File: config.mk
export PLATFORM = sky130hd
export DESIGN_NAME = fifo_uart_tx
export DESIGN_NICKNAME = d
export VERILOG_FILES = /design/src/rtl/fifo_uart_pkg.sv /design/src/rtl/fifo_uart_tx_bit_timer.sv /design/src/rtl/fifo_uart_tx.sv
export SDC_FILE = /design/constraint.sdc
export NUM_CORES = 1
export LEC_CHECK = 0
export ABC_AREA = 1
export CAP_MARGIN = 15
export CORE_ASPECT_RATIO = 0.75
export CORE_MARGIN = 8
export CORE_UTILIZATION = 50
export CTS_BUF_LIST = sky130_fd_sc_hd__clkbuf_16
export CTS_CLUSTER_DIAMETER = 120
export CTS_CLUSTER_SIZE = 8
export DETAILED_ROUTE_END_ITERATION = 6
export PLACE_DENSITY = 0.75
export RECOVER_POWER = 25
export SLEW_MARGIN = 0
export SYNTH_ARGS = -nofsm -noshare
export SYNTH_HDL_FRONTEND = slang
export SYNTH_SLANG_ARGS = --single-unit
File: constraint.sdc
create_clock -name clk -period 2.6 [get_ports clk]
set_input_delay 0.26 -clock clk [delete_from_list [all_inputs] [get_ports clk]]
set_output_delay 0.26 -clock clk [all_outputs]
set_load 0.005 [all_outputs]
File: src/rtl/fifo_uart_pkg.sv
// fifo_uart_pkg
// Shared definitions for the FIFO-fed UART transmitter.
//   state_t               : transmitter FSM states. PARITY is always declared
//                           but only reachable when FIFO_UART_TX_PARITY_EN
//                           is defined.
//   DEFAULT_WIDTH         : default data word width (bits per frame).
//   DEFAULT_CLKS_PER_BIT  : default clk cycles per serial bit.
package fifo_uart_pkg;

    typedef enum logic [2:0] {
        IDLE   = 3'd0,
        POP    = 3'd1,
        LOAD   = 3'd2,
        START  = 3'd3,
        DATA   = 3'd4,
        PARITY = 3'd5,
        STOP   = 3'd6
    } state_t;

    localparam int DEFAULT_WIDTH        = 16;
    localparam int DEFAULT_CLKS_PER_BIT = 868;

endpackage

File: src/rtl/fifo_uart_tx_bit_timer.sv
// uart_bit_timer
// Baud counter for the serial transmitter. Counts 0..CLKS_PER_BIT-1 and
// wraps; bit_tick is high on the final cycle of every bit period.
// Ports:
//   clk      in   system clock
//   reset    in   synchronous active-high reset
//   clear    in   holds the counter at 0 (used outside a frame so the
//                 first bit period starts cleanly on entering START)
//   bit_tick out  high during the last cycle of a bit period
module uart_bit_timer
    import fifo_uart_pkg::*;
#(
    parameter int CLKS_PER_BIT = DEFAULT_CLKS_PER_BIT
) (
    input  logic clk,
    input  logic reset,
    input  logic clear,
    output logic bit_tick
);

    localparam int CNT_W = $clog2(CLKS_PER_BIT);
    localparam logic [CNT_W-1:0] LAST_CNT = CNT_W'(CLKS_PER_BIT - 1);

    logic [CNT_W-1:0] baud_cnt;

    // Decoded from the counter register, so no input reaches it combinationally.
    assign bit_tick = (baud_cnt == LAST_CNT);

    always_ff @(posedge clk) begin
        if (reset || clear) begin
            baud_cnt <= '0;
        end else if (bit_tick) begin
            baud_cnt <= '0;
        end else begin
            baud_cnt <= baud_cnt + 1'b1;
        end
    end

endmodule

File: src/rtl/fifo_uart_tx.sv
// fifo_uart_tx
// Pops words from a sync_fifo read port and sends each as an asynchronous
// serial frame: start bit, Width data bits LSB-first, stop bit.
// Optional feature: define FIFO_UART_TX_PARITY_EN to insert an even-parity
// bit between the last data bit and the stop bit.
// Ports:
//   clk         in   system clock
//   reset       in   synchronous active-high reset
//   en          in   permits new words to be popped (a frame in flight
//                    always finishes)
//   fifo_empty  in   sync_fifo empty flag
//   fifo_dout   in   sync_fifo read data, valid the cycle after fifo_r_enb
//   fifo_r_enb  out  sync_fifo read enable, one-cycle pulse per word
//   tx          out  serial line, idles high
//   busy        out  high whenever the FSM is not IDLE
//   word_done   out  one-cycle pulse on the last cycle of each stop bit
module fifo_uart_tx
    import fifo_uart_pkg::*;
#(
    parameter int Width        = DEFAULT_WIDTH,
    parameter int CLKS_PER_BIT = DEFAULT_CLKS_PER_BIT
) (
    input  logic             clk,
    input  logic             reset,
    input  logic             en,
    input  logic             fifo_empty,
    input  logic [Width-1:0] fifo_dout,
    output logic             fifo_r_enb,
    output logic             tx,
    output logic             busy,
    output logic             word_done
);

    localparam int BIT_W = (Width > 1) ? $clog2(Width) : 1;
    localparam logic [BIT_W-1:0] LAST_BIT = BIT_W'(Width - 1);

    state_t           state;
    state_t           state_next;
    logic [Width-1:0] shift_reg;
    logic [BIT_W-1:0] bit_cnt;
    logic             bit_tick;
    logic             timer_clear;
    logic             tx_next;
    logic             last_data_bit;
`ifdef FIFO_UART_TX_PARITY_EN
    logic             parity_bit;
`endif

    // The baud counter is held at 0 outside a frame, so START always gets a
    // full bit period regardless of how the previous frame ended.
    assign timer_clear   = (state == IDLE) || (state == POP) || (state == LOAD);
    assign last_data_bit = bit_tick && (bit_cnt == LAST_BIT);

    uart_bit_timer #(
        .CLKS_PER_BIT(CLKS_PER_BIT)
    ) u_bit_timer (
        .clk     (clk),
        .reset   (reset),
        .clear   (timer_clear),
        .bit_tick(bit_tick)
    );

    always_ff @(posedge clk) begin
        if (reset) begin
            state <= IDLE;
        end else begin
            state <= state_next;
        end
    end

    always_comb begin
        state_next = state;
        tx_next    = 1'b1;
        case (state)
            IDLE: begin
                if (en && !fifo_empty) begin
                    state_next = POP;
                end
            end
            POP: begin
                state_next = LOAD;
            end
            LOAD: begin
                state_next = START;
            end
            START: begin
                tx_next = 1'b0;
                if (bit_tick) begin
                    state_next = DATA;
                end
            end
            DATA: begin
                tx_next = shift_reg[0];
                if (last_data_bit) begin
`ifdef FIFO_UART_TX_PARITY_EN
                    state_next = PARITY;
`else
                    state_next = STOP;
`endif
                end
            end
            PARITY: begin
`ifdef FIFO_UART_TX_PARITY_EN
                tx_next = parity_bit;
                if (bit_tick) begin
                    state_next = STOP;
                end
`else
                state_next = STOP;
`endif
            end
            STOP: begin
                // Back-to-back frames go straight to POP; the only idle-high
                // gap on the line is then the POP and LOAD cycles.
                if (bit_tick) begin
                    state_next = (en && !fifo_empty) ? POP : IDLE;
                end
            end
            default: begin
                state_next = IDLE;
            end
        endcase
    end

    // Read enable and busy are decoded straight from the state register so
    // the pop pulse lines up with the cycle the FSM spends in POP.
    assign fifo_r_enb = (state == POP);
    assign busy       = (state != IDLE);

    // tx and word_done are registered one cycle behind the state decode; the
    // line therefore falls three edges after the pop request is sampled, and
    // word_done coincides with the final cycle of the stop bit on the line.
    always_ff @(posedge clk) begin
        if (reset) begin
            tx        <= 1'b1;
            word_done <= 1'b0;
            shift_reg <= '0;
            bit_cnt   <= '0;
        end else begin
            tx        <= tx_next;
            word_done <= (state == STOP) && bit_tick;
            case (state)
                LOAD: begin
                    shift_reg <= fifo_dout;
                    bit_cnt   <= '0;
                end
                DATA: begin
                    if (bit_tick) begin
                        shift_reg <= shift_reg >> 1;
                        bit_cnt   <= (bit_cnt == LAST_BIT) ? '0 : bit_cnt + 1'b1;
                    end
                end
                default: begin
                end
            endcase
        end
    end

`ifdef FIFO_UART_TX_PARITY_EN
    // Even parity is taken from the word as loaded, before any shifting.
    always_ff @(posedge clk) begin
        if (reset) begin
            parity_bit <= 1'b0;
        end else if (state == LOAD) begin
            parity_bit <= ^fifo_dout;
        end
    end
`endif

endmodule

== Word-level counts from Yosys, hierarchy flattened ==
Index checks and enable logic that the tools add are counted.

* Bits in writable memories: 0
* ROM bits: 0
* Bits of input ports: 20
* Logic and storage cells: 46
* Bits in registers: 35
* Latch bits: 0
* Output and inout bits: 4
* Memories kept: 0

* Multiplexer cells: 12
* Add/subtract/negate cells: 2
* Bitwise operators: 0
* Shifts and indexed selects: 0
* Div/mod/pow operators: 0
* Magnitude comparators: 0
* Multipliers: 0
* Reductions and logical operators: 13
* Equal/unequal tests: 13

{| class="wikitable"
|+ Operators by type and width
! kind !! number
|-
| case mux 16 bit (2 select lines) || 1
|-
| case mux 3 bit (7 select lines) || 1
|-
| 2-to-1 mux 16 bit || 1
|-
| 2-to-1 mux 3 bit || 4
|-
| adder 10 x 1 -> 10 bit, second input constant || 1
|-
| == test 10 bit, second input constant || 1
|-
| == test 3 bit, second input constant || 3
|-
| 2-to-1 mux 4 bit || 2
|-
| != test 2 bit, second input constant || 4
|-
| case mux 4 bit (2 select lines) || 1
|-
| == test 3 x 2 -> 1 bit, second input constant || 2
|-
| adder 4 x 1 -> 4 bit, second input constant || 1
|-
| == test 4 bit, second input constant || 1
|-
| AND reduction 4 bit || 1
|-
| == test 3 x 1 -> 1 bit, second input constant || 1
|-
| logical AND 1 bit || 3
|-
| zero test 3 bit || 1
|-
| logical OR 1 bit || 3
|-
| nonzero test 3 bit || 1
|-
| != test 2 x 1 -> 1 bit, second input constant || 1
|-
| case mux 1 bit (2 select lines) || 1
|-
| AND reduction 2 bit || 1
|-
| nonzero test 2 bit || 1
|-
| OR reduction 2 bit || 1
|-
| other kinds (2) || 2
|}

== Depth between registers and ports, before layout ==
Gate-level depths: netlist (run 1).

* Depth in word-level cells: 5
* Gate-level depth with buffers: 11

== Modules after synthesis ==
A second synthesis (run 1) with hierarchy kept.

* Cells, all modules: 266
* Area, all modules: 1785.5 µm²

{| class="wikitable"
|+ By module, submodules not included
! module !! seq. area each (µm²) !! cells an instance !! instances !! area each (µm²)
|-
| fifo_uart_tx || 500.5 || 203 || 1 || 1297.5
|-
| uart_bit_timer || 200.2 || 63 || 1 || 488.0
|}

== Least setup slack after synthesis (run 1) ==
OpenSTA, ideal clock, no wires.

* Path type: reg2reg
* Start point: reg u_bit_timer.baud_cnt[0]
* End point: reg shift_reg[10]
* Cell stages (with the launch flop): 11
* Setup slack: 1144 ps
* Arrival: 1340 ps
* Setup time: 116 ps
* Data required time: 2484 ps
* Clock period less this slack: 1456 ps
* Buffers on the path: 2
* Cells stage by stage: dfxtp_1 ha_1 nand2_1 nor2_2 nand3_4 nand2_4 buf_8 inv_8 buf_12 nor2_2 nor2_1

* Cells in the longest elaborated chain, start to end: 3

{| class="wikitable"
|+ RTL lines
! item !! RTL line !! text
|-
| start, declared || fifo_uart_tx_bit_timer.sv:24 || <nowiki>logic [CNT_W-1:0] baud_cnt;</nowiki>
|-
| start signal, assigned || fifo_uart_tx_bit_timer.sv:35 || <nowiki>baud_cnt <= baud_cnt + 1'b1;</nowiki>
|-
| == test 10 bit || fifo_uart_tx_bit_timer.sv:27 || <nowiki>assign bit_tick = (baud_cnt == LAST_CNT);</nowiki>
|-
| != test 2 bit (no source line) || -- ||
|-
| AND reduction 2 bit (no source line) || -- ||
|-
| end signal, assigned || fifo_uart_tx.sv:144 || <nowiki>shift_reg <= fifo_dout;</nowiki>
|-
| end signal, assigned || fifo_uart_tx.sv:149 || <nowiki>shift_reg <= shift_reg >> 1;</nowiki>
|-
| end, declared || fifo_uart_tx.sv:39 || <nowiki>logic [Width-1:0] shift_reg;</nowiki>
|}

Every way passes these cells.
A chain may end at the register's enable or synchronous reset.

== Worst setup path in the final report (run 1) ==
* Start point: reg state[1]
* End point: reg shift_reg[5]

* Cells in the longest elaborated chain, start to end: 3
* Elaborated cells on any way between the ends: 6

{| class="wikitable"
|+ RTL lines
! item !! RTL line !! text
|-
| start, declared || fifo_uart_tx.sv:37 || <nowiki>state_t state;</nowiki>
|-
| start signal, assigned || fifo_uart_tx.sv:67 || <nowiki>state <= state_next;</nowiki>
|-
| == test 3 bit or == test 3 x 2 -> 1 bit (tied branches) || fifo_uart_tx.sv:142 || <nowiki>case (state)</nowiki>
|-
| != test 2 bit (no source line) or nonzero test 2 bit (tied branches) || -- ||
|-
| AND reduction 2 bit (no source line) || -- ||
|}

Parallel ways exist; a longest one is shown, timed or not.

==> results of run 1 <==
-- synth_stat cells --
cell / count
nor3_1: 5
clkbuf_1: 2
nand3b_1: 2
o21ai_0: 19
buf_2: 2
o21a_1: 1
nor2_1: 43
dfxtp_1: 35
nand2_1: 67
a21oi_1: 10
clkbuf_2: 1
xor2_1: 2
inv_6: 1
nand2_4: 2
buf_12: 1
nor3b_1: 1
a31oi_1: 1
a22oi_1: 1
nand3_1: 19
buf_6: 1
nand2_2: 1
xnor2_1: 1
buf_8: 1
nor2_2: 11
nor2_4: 2
nand4_2: 1
inv_2: 1
ha_1: 2
nand3_4: 1
inv_8: 1
inv_1: 16
-- cells by family (layout without fill, tap and decap cells) --
logic type               after synthesis  after routing  synth area share
AO/OA/AOI/OAI                         32             32            0.0937
XOR/XNOR                               3              3            0.0148
adder cells (fa/ha/maj)                2              2            0.0141
buffers and inverters                 27             51            0.0859
flip-flops                            35             35             0.394
AND/OR/NAND/NOR                      155            155             0.397
-- power by group through the flow --
stage / Sequential [mW] / Clock [mW] / Combinational, mW
5_1_grt: 0.785 / 0.593 / 0.673
3_3_place_gp: 0.772 / 0 / 0.590
3_5_place_dp: 0.773 / 0 / 0.594
4_1_cts: 0.765 / 0.566 / 0.598
6_report: 0.765 / 0.549 / 0.583
2_1_floorplan: 0.743 / 0 / 0.502
-- layer usage --
| layer | vias to the layer above | share of wire | track usage |
|---|---|---|---|
| li1 | 855 | - | - |
| met1 | 719 | 0.54 | 0.171 |
| met2 | 31 | 0.39 | 0.200 |
| met3 | 7 | 0.061 | 0.0606 |
| met4 | 0 | 0.015 | 0.0530 |
| met5 | - | 0 | 0 |
-- placed cells by master (no fill, tap or decap) --
cell type / netlist / final
nand2_1: 67 / 68
nor2_1: 43 / 44
dfxtp_1: 35 / 35
clkdlybuf4s50_1: 0 / 21
nand3_1: 19 / 19
o21ai_0: 19 / 19
inv_1: 16 / 17
nor2_2: 11 / 10
a21oi_1: 10 / 10
nor3_1: 5 / 5
clkbuf_16: 0 / 5
nor2_4: 2 / 2
xor2_1: 2 / 2
nand3b_1: 2 / 2
ha_1: 2 / 2
clkinv_1: 0 / 2
dlygate4sd3_1: 0 / 2
inv_2: 1 / 1
inv_6: 1 / 1
nand3_4: 1 / 1
nand2_2: 1 / 1
nand2_4: 2 / 1
inv_8: 1 / 1
o21a_1: 1 / 1
nand4_1: 0 / 1
a31oi_1: 1 / 1
nor3b_1: 1 / 1
xnor2_1: 1 / 1
a22oi_1: 1 / 1
buf_4: 0 / 1
-- cell type report --
type	instances	share of cell area
multi-input cells	192	0.429
flip-flops and latches	35	0.331
repair buffers	24	0.112
clock buffers	5	0.0591
inverters	19	0.0396
well taps	40	0.0237
clock inverters	3	0.00532
-- worst max path at each step --
stage                                  startpoint                                  to
2_1_floorplan  u_bit_timer.baud_cnt[0]$_SDFF_PP0_          shift_reg[10]$_SDFFE_PP0P_
3_3_place_gp                                reset  u_bit_timer.baud_cnt[4]$_SDFF_PP0_
3_5_place_dp                                reset  u_bit_timer.baud_cnt[4]$_SDFF_PP0_
4_1_cts                     state[2]$_SDFFE_PP0P_                          fifo_r_enb
5_1_grt                     state[1]$_SDFFE_PP0P_           shift_reg[1]$_SDFFE_PP0P_
6_report                    state[1]$_SDFFE_PP0P_           shift_reg[5]$_SDFFE_PP0P_
==> results by group, run 1 <==
Routing
  – Avg WL per Cell: 11.4 um
  – Total number of vias: 1612
  – DR iter-0 viols: 109
  – Final wirelength: 3610 um
  – Via density per instance: 5.07
  – Post-DRT Antenna Nets: 0
  – DRT Pass-1 Iters: 4
  – Post-route DRC: 0

Worst setup path
  – CP Buf/Inv Count: 2
  – Reg-to-reg critical path endpoint: shift_reg[5]$_SDFFE_PP0P_
  – Required @ worst endpoint: 2.77 ns
  – Slowest cell on the critical path: nand2_1
  – Worst path cell trace: nor2_4, nand2_1, inv_6, nand3_4, nand2_4, inv_8, nor2_1, nor2_1
  – Critical Path Start Type: flop
  – Worst Path Arrival: 2.20 ns
  – R2R Setup Slk: 0.57 ns
  – Worst-path fanout max: 20
  – WP depth: 8
  – Worst reg2reg startpoint: state[1]$_SDFFE_PP0P_
  – CP delay by family, top: simple AND/OR/NAND/NOR gates
  – R2r worst-path depth: 8
  – Worst Setup Path Type: reg -> reg
  – Max incr delay on CP: 0.44 ns
  – Endpoint type of the worst setup path: flop
  – Most used cell, CP: nor2_1

Clocking
  – # Post-CTS Setup Buffers: 0
  – Reg clk slew, reported paths: 0.05 ns
  – CTS resizes: 0
  – CTS Hold Buffers Added: 0
  – CTS tree: done
  – H-Tree Depth: 2
  – Worst skew pair latency: 0.28 ns
  – CTS sink cnt: 35
  – Root Driver: clkbuf_16
  – Num CTS Buffers: 5
  – Clock Tree Buf Depth: 2

Final layout
  – Fin util: 0.631
  – FF/Latch Area: 701 um^2
  – FILL cells: 322
  – Final Cell Area: 2120 um^2
  – Max reg flops: 16
  – Fin nets: 299
  – Diode count: 0
  – Footprint of the multi-input gates: 907 um^2
  – Layout cells sized above 1: 0.0863
  – Area Overhead vs Synth: 19.1%
  – Layout Cells excl Fill: 318

Min path
  – Worst hold path type: reg -> reg
  – Hold path endpoint: u_bit_timer.baud_cnt[0]$_SDFF_PP0_
  – Min-delay src: u_bit_timer.baud_cnt[0]$_SDFF_PP0_
  – Worst Hold Depth: 1

Place
  – Port bufs: 23
  – Cell Area, Placed: 2000 um^2
  – Placed cells: 310
  – Place WS: 0.954 ns
  – HPWL after DPL: 2570 um
  – Placer Congestion: 0.809

GRT
  – Largest net degree at the start of global routing: 23
  – All-Layer GR Usage: 0.136
  – GRT overflow: 0
  – First-pass GRT wire length: 6250 um
  – Vias in the first global route: 1422
  – Initial antenna violation count: 0

STA
  – Worst slew pin tran: 0.731 ns
  – Period utilization: 0.779
  – Rel. slew slack: 0.511
  – Worst setup margin: 0.575 ns
  – Hold_ws: 0.458 ns
  – Max Slew Vio Count: 0
  – Highest Clock Rate: 0.494 GHz
  – Setup_tns: 0 ns
  – Period minus WS final: 2.03 ns
  – Final setup vio count: 0
  – RSZ-0062 raised after global routing: false
  – Final Skew: 0.00412 ns
  – Fin. Hold Viols: 0

Synthesis
  – Area leader, netlist: dfxtp_1
  – Gate Count Post-Synth: 254
  – Syn nets: 276
  – Top cell type's share of synthesized area: 0.394
  – Top post-synthesis cells by area: dfxtp_1 39%, nand2_1 14%, nor2_1 9.1%
  – Synth Register Bits: 35
  – Syn Area/Cell: 6.99 um^2
  – Cell Area, Synth: 1780 um^2
  – Sequential area share after synthesis: 0.394
  – Yosys cell types: 31
  – YS warnings: 0

Floorplan
  – Core area: 3360 um^2
  – Starting density of the core: 0.529
  – Chip height: 67.6 um
  – Boundary Pins: 24
  – FP Rows: 18
  – Die footprint: 5740 um^2
  – Chip width: 84.8 um

Pwr
  – Net Switching: 0.660 mW
  – Worst vdd ir: 375 uV
  – Logic pwr share: 0.307
  – Design Power: 1.90 mW
  – P per Cell Area: 897 nW/um^2
  – Clock network power share: 0.289
  – Sw Share: 0.348
  – Internal power: 1.24 mW
  – Seq pwr share: 0.403
  – Lkg Pwr: 0.917 nW

Run status
  – Outcome: complete, no violations

Run
  – Max-cap viol count: 0
Power figures use the tool's default switching activity.
==> run 2: changes to the inputs <==
--- a/config.mk
+++ b/config.mk
@@ -9,12 +9,12 @@
 export CAP_MARGIN = 15
 export CORE_ASPECT_RATIO = 0.75
 export CORE_MARGIN = 8
-export CORE_UTILIZATION = 50
+export CORE_UTILIZATION = 49
 export CTS_BUF_LIST = sky130_fd_sc_hd__clkbuf_16
 export CTS_CLUSTER_DIAMETER = 120
 export CTS_CLUSTER_SIZE = 8
 export DETAILED_ROUTE_END_ITERATION = 6
-export PLACE_DENSITY = 0.75
+export PLACE_DENSITY = 0.76
 export RECOVER_POWER = 25
 export SLEW_MARGIN = 0
 export SYNTH_ARGS = -nofsm -noshare
==> constraint.sdc (replaced) <==
create_clock -name clk -period 1.8 [get_ports clk]
set_input_delay 0.18 -clock clk [delete_from_list [all_inputs] [get_ports clk]]
set_output_delay 0.18 -clock clk [all_outputs]
set_load 0.005 [all_outputs]
==> run 2 against run 1 <==
Sequential power grew 45%. Final area is 1.9% higher. Sequential cell count did not move. Total power is 53% higher. Final cell count grew 0.63%. Register-to-register slack worse by 0.36 ns. Non-clock buffer count increased by 1. Count of clock-buffer cells in the layout did not move. Global-route usage is 0.29 points higher. Combinational power is 47% higher. Largest cell class unchanged. Largest power group unchanged.
==> results by group, run 2 (synthesis results as in run 1) <==
Clocking
  – Reg clk slew, reported paths: 0.05 ns (about the same)
  – Root Driver: clkbuf_16 (unchanged)
  – CTS sink cnt: 35 (unchanged)
  – Worst skew pair latency: 0.27 ns (was 0.28 ns)
  – Clock Tree Buf Depth: 2 (unchanged)
  – CTS resizes: 0 (unchanged)
  – Num CTS Buffers: 5 (unchanged)
  – H-Tree Depth: 2 (unchanged)
  – CTS tree: done (unchanged)
  – # Post-CTS Setup Buffers: 0 (unchanged)
  – CTS Hold Buffers Added: 0 (unchanged)

Routing
  – DR iter-0 viols: 146 (was 109)
  – DRT Pass-1 Iters: 4 (unchanged)
  – Avg WL per Cell: 12.0 um (was 11.4 um)
  – Via density per instance: 4.97 (was 5.07)
  – Post-route DRC: 0 (unchanged)
  – Final wirelength: 3850 um (was 3610 um)
  – Post-DRT Antenna Nets: 0 (unchanged)
  – Total number of vias: 1590 (was 1612)

Final layout
  – Diode count: 0 (unchanged)
  – Most frequent cells in the layout: 67 x nand2_1, 43 x nor2_1, 35 x dfxtp_1 (was 68 x nand2_1, 44 x nor2_1, 35 x dfxtp_1)
  – FILL cells: 325 (was 322)
  – Area Overhead vs Synth: 21.3% (was 19.1%)
  – Most common cell after layout, fill and taps aside: nand2_1 (unchanged)
  – Layout Cells excl Fill: 320 (was 318)
  – Fin nets: 300 (was 299)
  – Max reg flops: 16 (unchanged)
  – Layout cells sized above 1: 0.101 (was 0.0863)

Floorplan
  – Boundary Pins: 24 (unchanged)
  – Die footprint: 5830 um^2 (was 5740 um^2)
  – Starting density of the core: 0.498 (was 0.529)
  – Chip width: 85.5 um (was 84.8 um)
  – FP Rows: 19 (was 18)
  – Chip height: 68.2 um (was 67.6 um)
  – Core area: 3570 um^2 (was 3360 um^2)

GRT
  – GR Util met2: 0.214 (was 0.200)
  – Largest net degree at the start of global routing: 22 (was 23)
  – GRT busiest layer: met2 (unchanged)
  – First-pass GRT wire length: 6420 um (was 6250 um)
  – Initial antenna violation count: 0 (unchanged)
  – All-Layer GR Usage: 0.139 (was 0.136)
  – GRT overflow: 0 (unchanged)
  – Vias in the first global route: 1423 (was 1422)
  – GR Util met1: 0.179 (was 0.171)
  – Grt met3 use: 0.0384 (was 0.0606)

Place
  – Port bufs: 23 (unchanged)
  – HPWL after DPL: 2640 um (was 2570 um)
  – Placed cells: 313 (was 310)
  – Placer Congestion: 0.829 (was 0.809)

Worst setup path
  – Critical Path Start Type: flop (unchanged)
  – Critical path startpoint: state[2]$_SDFFE_PP0P_ (was state[1]$_SDFFE_PP0P_)
  – Required @ worst endpoint: 1.62 ns (was 2.77 ns)
  – Worst Path Arrival: 1.48 ns (was 2.20 ns)
  – Worst Setup Path Type: reg -> out (was reg -> reg)
  – Worst-path fanout max: 6 (was 20)
  – Worst reg2reg startpoint: u_bit_timer.baud_cnt[0]$_SDFF_PP0_ (was state[1]$_SDFFE_PP0P_)
  – Endpoint type of the worst setup path: output pin (was flop)

STA
  – Period utilization: 0.924
  – Rel. slew slack: 0.710 (was 0.511)
  – Max Slew Vio Count: 0 (unchanged)
  – Worst slew pin tran: 0.434 ns (was 0.731 ns)
  – Period minus WS final: 1.66 ns
  – RSZ-0062 raised after global routing: false (unchanged)
  – Highest Clock Rate: 0.601 GHz
  – Final setup vio count: 0 (unchanged)
  – Final Skew: 0.00241 ns (was 0.00412 ns)
  – Fin. Hold Viols: 0 (unchanged)
  – Setup_tns: 0 ns (unchanged)

Run status
  – Outcome: complete, no violations (unchanged)

Min path
  – Min-delay src: u_bit_timer.baud_cnt[0]$_SDFF_PP0_ (unchanged)
  – Worst hold path type: reg -> reg (unchanged)

Pwr
  – Lkg Pwr: 0.938 nW (was 0.917 nW)
  – Worst vdd ir: 719 uV (was 375 uV)
  – P per Cell Area: 1340 nW/um^2 (was 897 nW/um^2)

Run
  – Max-cap viol count: 0 (unchanged)
==> run 2: cell types whose count changed in the layout (fill, tap and decap cells not counted), sizes merged <==
| cell | before | now |
|---|---|---|
| clkinv | 2 | 0 |
| bufinv | 0 | 1 |
| clkbuf | 5 | 6 |
==> run 2: critical path, cell delays in order (launching register included) <==
cell,delay [ns]
dfxtp_1,0.47
nor2_1,0.14
nand2_1,0.10
clkdlybuf4s50_1,0.50
==> run 2: path summary, 6_finish.rpt <==
check | to | slack (ns) | cells past startpoint
worst min-delay path | u_bit_timer.baud_cnt[0]$_SDFF_PP0_ | 0.44 | 1
worst min register to register | u_bit_timer.baud_cnt[0]$_SDFF_PP0_ | 0.44 | 1
worst max-delay path | busy | 0.14 | 3
worst max register to register | u_bit_timer.baud_cnt[4]$_SDFF_PP0_ | 0.21 | 6
==> run 2: layer usage <==
metal,wire length (um),share of wire
met5,0,0
met4,36,0.0093
met3,208,0.054
met2,1680,0.44
met1,1930,0.50
==> run 2: metrics by stage <==
stage	utilization	worst slack [ns]	power (mW)	hold WS, ns	instance area (um^2)
floorplan	-	0.344	1.80	0.249	1780
global placement	0.562	0.327	1.98	0.429	2010
detailed placement	0.562	0.257	1.99	0.439	2010
finish	0.605	0.136	2.90	0.445	2160
CTS	0.607	0.117	2.93	0.446	2160
global route	0.605	0.0333	3.10	0.460	2160
==> run 2: area by class of cell <==
| type | instances | area, um^2 | share of cell area |
|---|---|---|---|
| clock inverters | 2 | 33.8 | 0.0157 |
| repair buffers | 25 | 243 | 0.113 |
| well taps | 42 | 52.6 | 0.0244 |
| multi-input cells | 192 | 917 | 0.425 |
| flip-flops and latches | 35 | 701 | 0.325 |
| clock buffers | 5 | 125 | 0.0580 |
| inverters | 19 | 83.8 | 0.0389 |
==> run 2: power by group <==
part           total [mW]  switching (mW)  internal (mW)
combinational       0.855           0.523          0.332
sequential           1.11           0.140          0.967
clock               0.936           0.297          0.639
total                2.90           0.960           1.94
==> run 3: changes to the inputs <==
--- a/config.mk
+++ b/config.mk
@@ -7,9 +7,11 @@
 export LEC_CHECK = 0
 export ABC_AREA = 1
 export CAP_MARGIN = 15
+export CELL_PAD_IN_SITES_DETAIL_PLACEMENT = 1
+export CELL_PAD_IN_SITES_GLOBAL_PLACEMENT = 1
 export CORE_ASPECT_RATIO = 0.75
 export CORE_MARGIN = 8
-export CORE_UTILIZATION = 49
+export CORE_UTILIZATION = 35
 export CTS_BUF_LIST = sky130_fd_sc_hd__clkbuf_16
 export CTS_CLUSTER_DIAMETER = 120
 export CTS_CLUSTER_SIZE = 8
==> run 3 against run 2 <==
Die area rose by 31%. Worst setup slack got worse by 0.018 ns. Final cell count rose by 5.9%. Utilization fell by 16 points. Fmax fell by 1.1%. Wire length rose by 11%. Sequential power barely moved. Via count rose by 1.6%. Total power fell by 2.8%.
==> results by group, run 3 (synthesis results as in run 1) <==
Run status
  – Outcome: complete, no violations (unchanged)

Clocking
  – Root Driver: clkbuf_16 (unchanged)
  – Reg clk slew, reported paths: 0.05 ns (about the same)
  – # Post-CTS Setup Buffers: 0 (unchanged)
  – Worst skew pair latency: 0.28 ns (was 0.27 ns)
  – CTS tree: done (unchanged)
  – CTS sink cnt: 35 (unchanged)
  – Clock Tree Buf Depth: 2 (unchanged)
  – H-Tree Depth: 2 (unchanged)
  – Num CTS Buffers: 5 (unchanged)

Pwr
  – Sw Share: 0.359 (was 0.331)
  – Net Switching: 1.01 mW (was 0.960 mW)
  – Lkg Pwr: 0.928 nW (was 0.938 nW)
  – P per Cell Area: 1300 nW/um^2 (was 1340 nW/um^2)
  – Internal power: 1.81 mW (was 1.94 mW)
  – Logic pwr share: 0.315 (was 0.295)
  – Worst vdd ir: 794 uV (was 719 uV)
  – Seq pwr share: 0.397 (was 0.382)
  – Clock network power share: 0.288 (was 0.323)

Final layout
  – Area Overhead vs Synth: 21.7% (was 21.3%)
  – Max reg flops: 16 (unchanged)
  – Diode count: 0 (unchanged)
  – Fin util: 0.441 (was 0.605)
  – FILL cells: 634 (was 325)
  – Fin nets: 300 (unchanged)
  – Final Cell Area: 2160 um^2 (about the same)
  – Most common cell after layout, fill and taps aside: nand2_1 (unchanged)
  – Most frequent cells in the layout: 67 x nand2_1, 42 x nor2_1, 34 x dfxtp_1 (was 67 x nand2_1, 43 x nor2_1, 35 x dfxtp_1)
  – Layout Cells excl Fill: 339 (was 320)
  – Layout cells sized above 1: 0.104 (was 0.101)

Floorplan
  – Starting density of the core: 0.363 (was 0.498)
  – Chip height: 77.7 um (was 68.2 um)
  – Chip width: 98.3 um (was 85.5 um)
  – Boundary Pins: 24 (unchanged)
  – Die footprint: 7640 um^2 (was 5830 um^2)
  – FP Rows: 22 (was 19)
  – Core area: 4900 um^2 (was 3570 um^2)

Run
  – Max-cap viol count: 0 (unchanged)

Worst setup path
  – R2R Setup Slk: 0.19 ns (was 0.21 ns)
  – Worst reg2reg startpoint: u_bit_timer.baud_cnt[0]$_SDFF_PP0_ (unchanged)
  – Required @ worst endpoint: 1.62 ns (about the same)
  – Worst Path Arrival: 1.50 ns (was 1.48 ns)
  – CP endpoint: fifo_r_enb (was busy)
  – R2r worst-path depth: 6 (unchanged)
  – Worst-path fanout max: 5 (was 6)
  – Critical path startpoint: state[0]$_SDFFE_PP0P_ (was state[2]$_SDFFE_PP0P_)
  – Worst Setup Path Type: reg -> out (unchanged)
  – Worst path cell trace: inv_1, nor2_1, clkdlybuf4s50_1 (was nor2_1, nand2_1, clkdlybuf4s50_1)
  – Endpoint type of the worst setup path: output pin (unchanged)
  – Reg-to-reg critical path endpoint: u_bit_timer.baud_cnt[4]$_SDFF_PP0_ (unchanged)
  – Critical Path Start Type: flop (unchanged)
  – Max incr delay on CP: 0.51 ns (was 0.50 ns)
  – WP depth: 3 (unchanged)
  – CP delay by family, top: buffers and inverters (unchanged)
  – Slowest cell on the critical path: clkdlybuf4s50_1 (unchanged)
  – CP Buf/Inv Count: 2 (was 1)

Routing
  – Total number of vias: 1615 (was 1590)
  – DR iter-0 viols: 61 (was 146)
  – Post-DRT Antenna Nets: 0 (unchanged)
  – Via density per instance: 4.76 (was 4.97)
  – Avg WL per Cell: 12.6 um (was 12.0 um)
  – DRT Pass-1 Iters: 4 (unchanged)
  – Post-route DRC: 0 (unchanged)
  – Final wirelength: 4260 um (was 3850 um)

Place
  – Port bufs: 23 (unchanged)
  – Placed cells: 331 (was 313)
  – HPWL after DPL: 3090 um (was 2640 um)
  – Placer Congestion: 0.804 (was 0.829)
  – Place WS: 0.205 ns (was 0.257 ns)
  – Cell Area, Placed: 2030 um^2 (was 2010 um^2)

GRT
  – All-Layer GR Usage: 0.120 (was 0.139)
  – Vias in the first global route: 1592 (was 1423)
  – GRT overflow: 0 (unchanged)
  – Largest net degree at the start of global routing: 22 (unchanged)
  – GRT busiest layer: met2 (unchanged)
  – GR Util met1: 0.160 (was 0.179)
  – Grt met3 use: 0.0463 (was 0.0384)
  – First-pass GRT wire length: 7420 um (was 6420 um)
  – GR Util met2: 0.173 (was 0.214)
  – Initial antenna violation count: 0 (unchanged)

STA
  – Period minus WS final: 1.68 ns (was 1.66 ns)
  – Highest Clock Rate: 0.595 GHz (was 0.601 GHz)
  – Worst setup margin: 0.118 ns (was 0.136 ns)
  – Max Slew Vio Count: 0 (unchanged)
  – Period utilization: 0.934 (was 0.924)
  – Final setup vio count: 0 (unchanged)
  – Fin. Hold Viols: 0 (unchanged)
  – Setup_tns: 0 ns (unchanged)
  – Final Skew: 0.00385 ns (was 0.00241 ns)
  – Worst slew pin tran: 0.481 ns (was 0.434 ns)
  – Rel. slew slack: 0.678 (was 0.710)
  – RSZ-0062 raised after global routing: false (unchanged)

Min path
  – Worst hold path type: reg -> reg (unchanged)
-- run 3: cell type report --
cell class,count,area (um^2),share of cell area
Clock buffer,5,125,0.0579
Clock inverter,3,11.3,0.00521
Inverter,19,83.8,0.0388
Multi-Input combinational cell,192,920,0.425
Sequential cell,35,702,0.325
Tap cell,60,75.1,0.0347
Timing Repair Buffer,25,245,0.113
-- run 3: worst min path at each step --
| stage | depth (start not counted) | to | from | slack [ns] |
|---|---|---|---|---|
| floorplan | 1 | bit_cnt[2]$_SDFFE_PP0P_ | reset | 0.25 |
| global placement | 1 | u_bit_timer.baud_cnt[0]$_SDFF_PP0_ | u_bit_timer.baud_cnt[0]$_SDFF_PP0_ | 0.43 |
| detailed placement | 1 | u_bit_timer.baud_cnt[0]$_SDFF_PP0_ | u_bit_timer.baud_cnt[0]$_SDFF_PP0_ | 0.45 |
| CTS | 1 | u_bit_timer.baud_cnt[0]$_SDFF_PP0_ | u_bit_timer.baud_cnt[0]$_SDFF_PP0_ | 0.45 |
| global route | 1 | u_bit_timer.baud_cnt[0]$_SDFF_PP0_ | u_bit_timer.baud_cnt[0]$_SDFF_PP0_ | 0.47 |
| finish | 1 | u_bit_timer.baud_cnt[0]$_SDFF_PP0_ | u_bit_timer.baud_cnt[0]$_SDFF_PP0_ | 0.45 |
-- run 3: through the flow --
stage	hold WS (ns)	total power, mW
6_report	0.454	2.82
5_1_grt	0.474	3.04
4_1_cts	0.453	2.86
3_5_place_dp	0.446	2.03
3_3_place_gp	0.431	2.01
2_1_floorplan	0.249	1.80
-- run 3: repair_timing --
action,CTS,global route
hold buffers,0,0
setup endpoints to repair,0,2
resized for setup,0,2
-- run 3: power groups by stage --
stage	logic [mW]	clock network, mW	registers [mW]
floorplan	0.726	0	1.07
global placement	0.887	0	1.12
detailed placement	0.902	0	1.12
CTS	0.911	0.833	1.11
global route	1.03	0.866	1.14
finish	0.888	0.812	1.12
-- run 3: metal layers --
layer | vias up | routed length (um)
met4 | 0 | 73
met5 | - | 0
met2 | 20 | 1820
li1 | 861 | -
met1 | 727 | 2220
met3 | 7 | 137
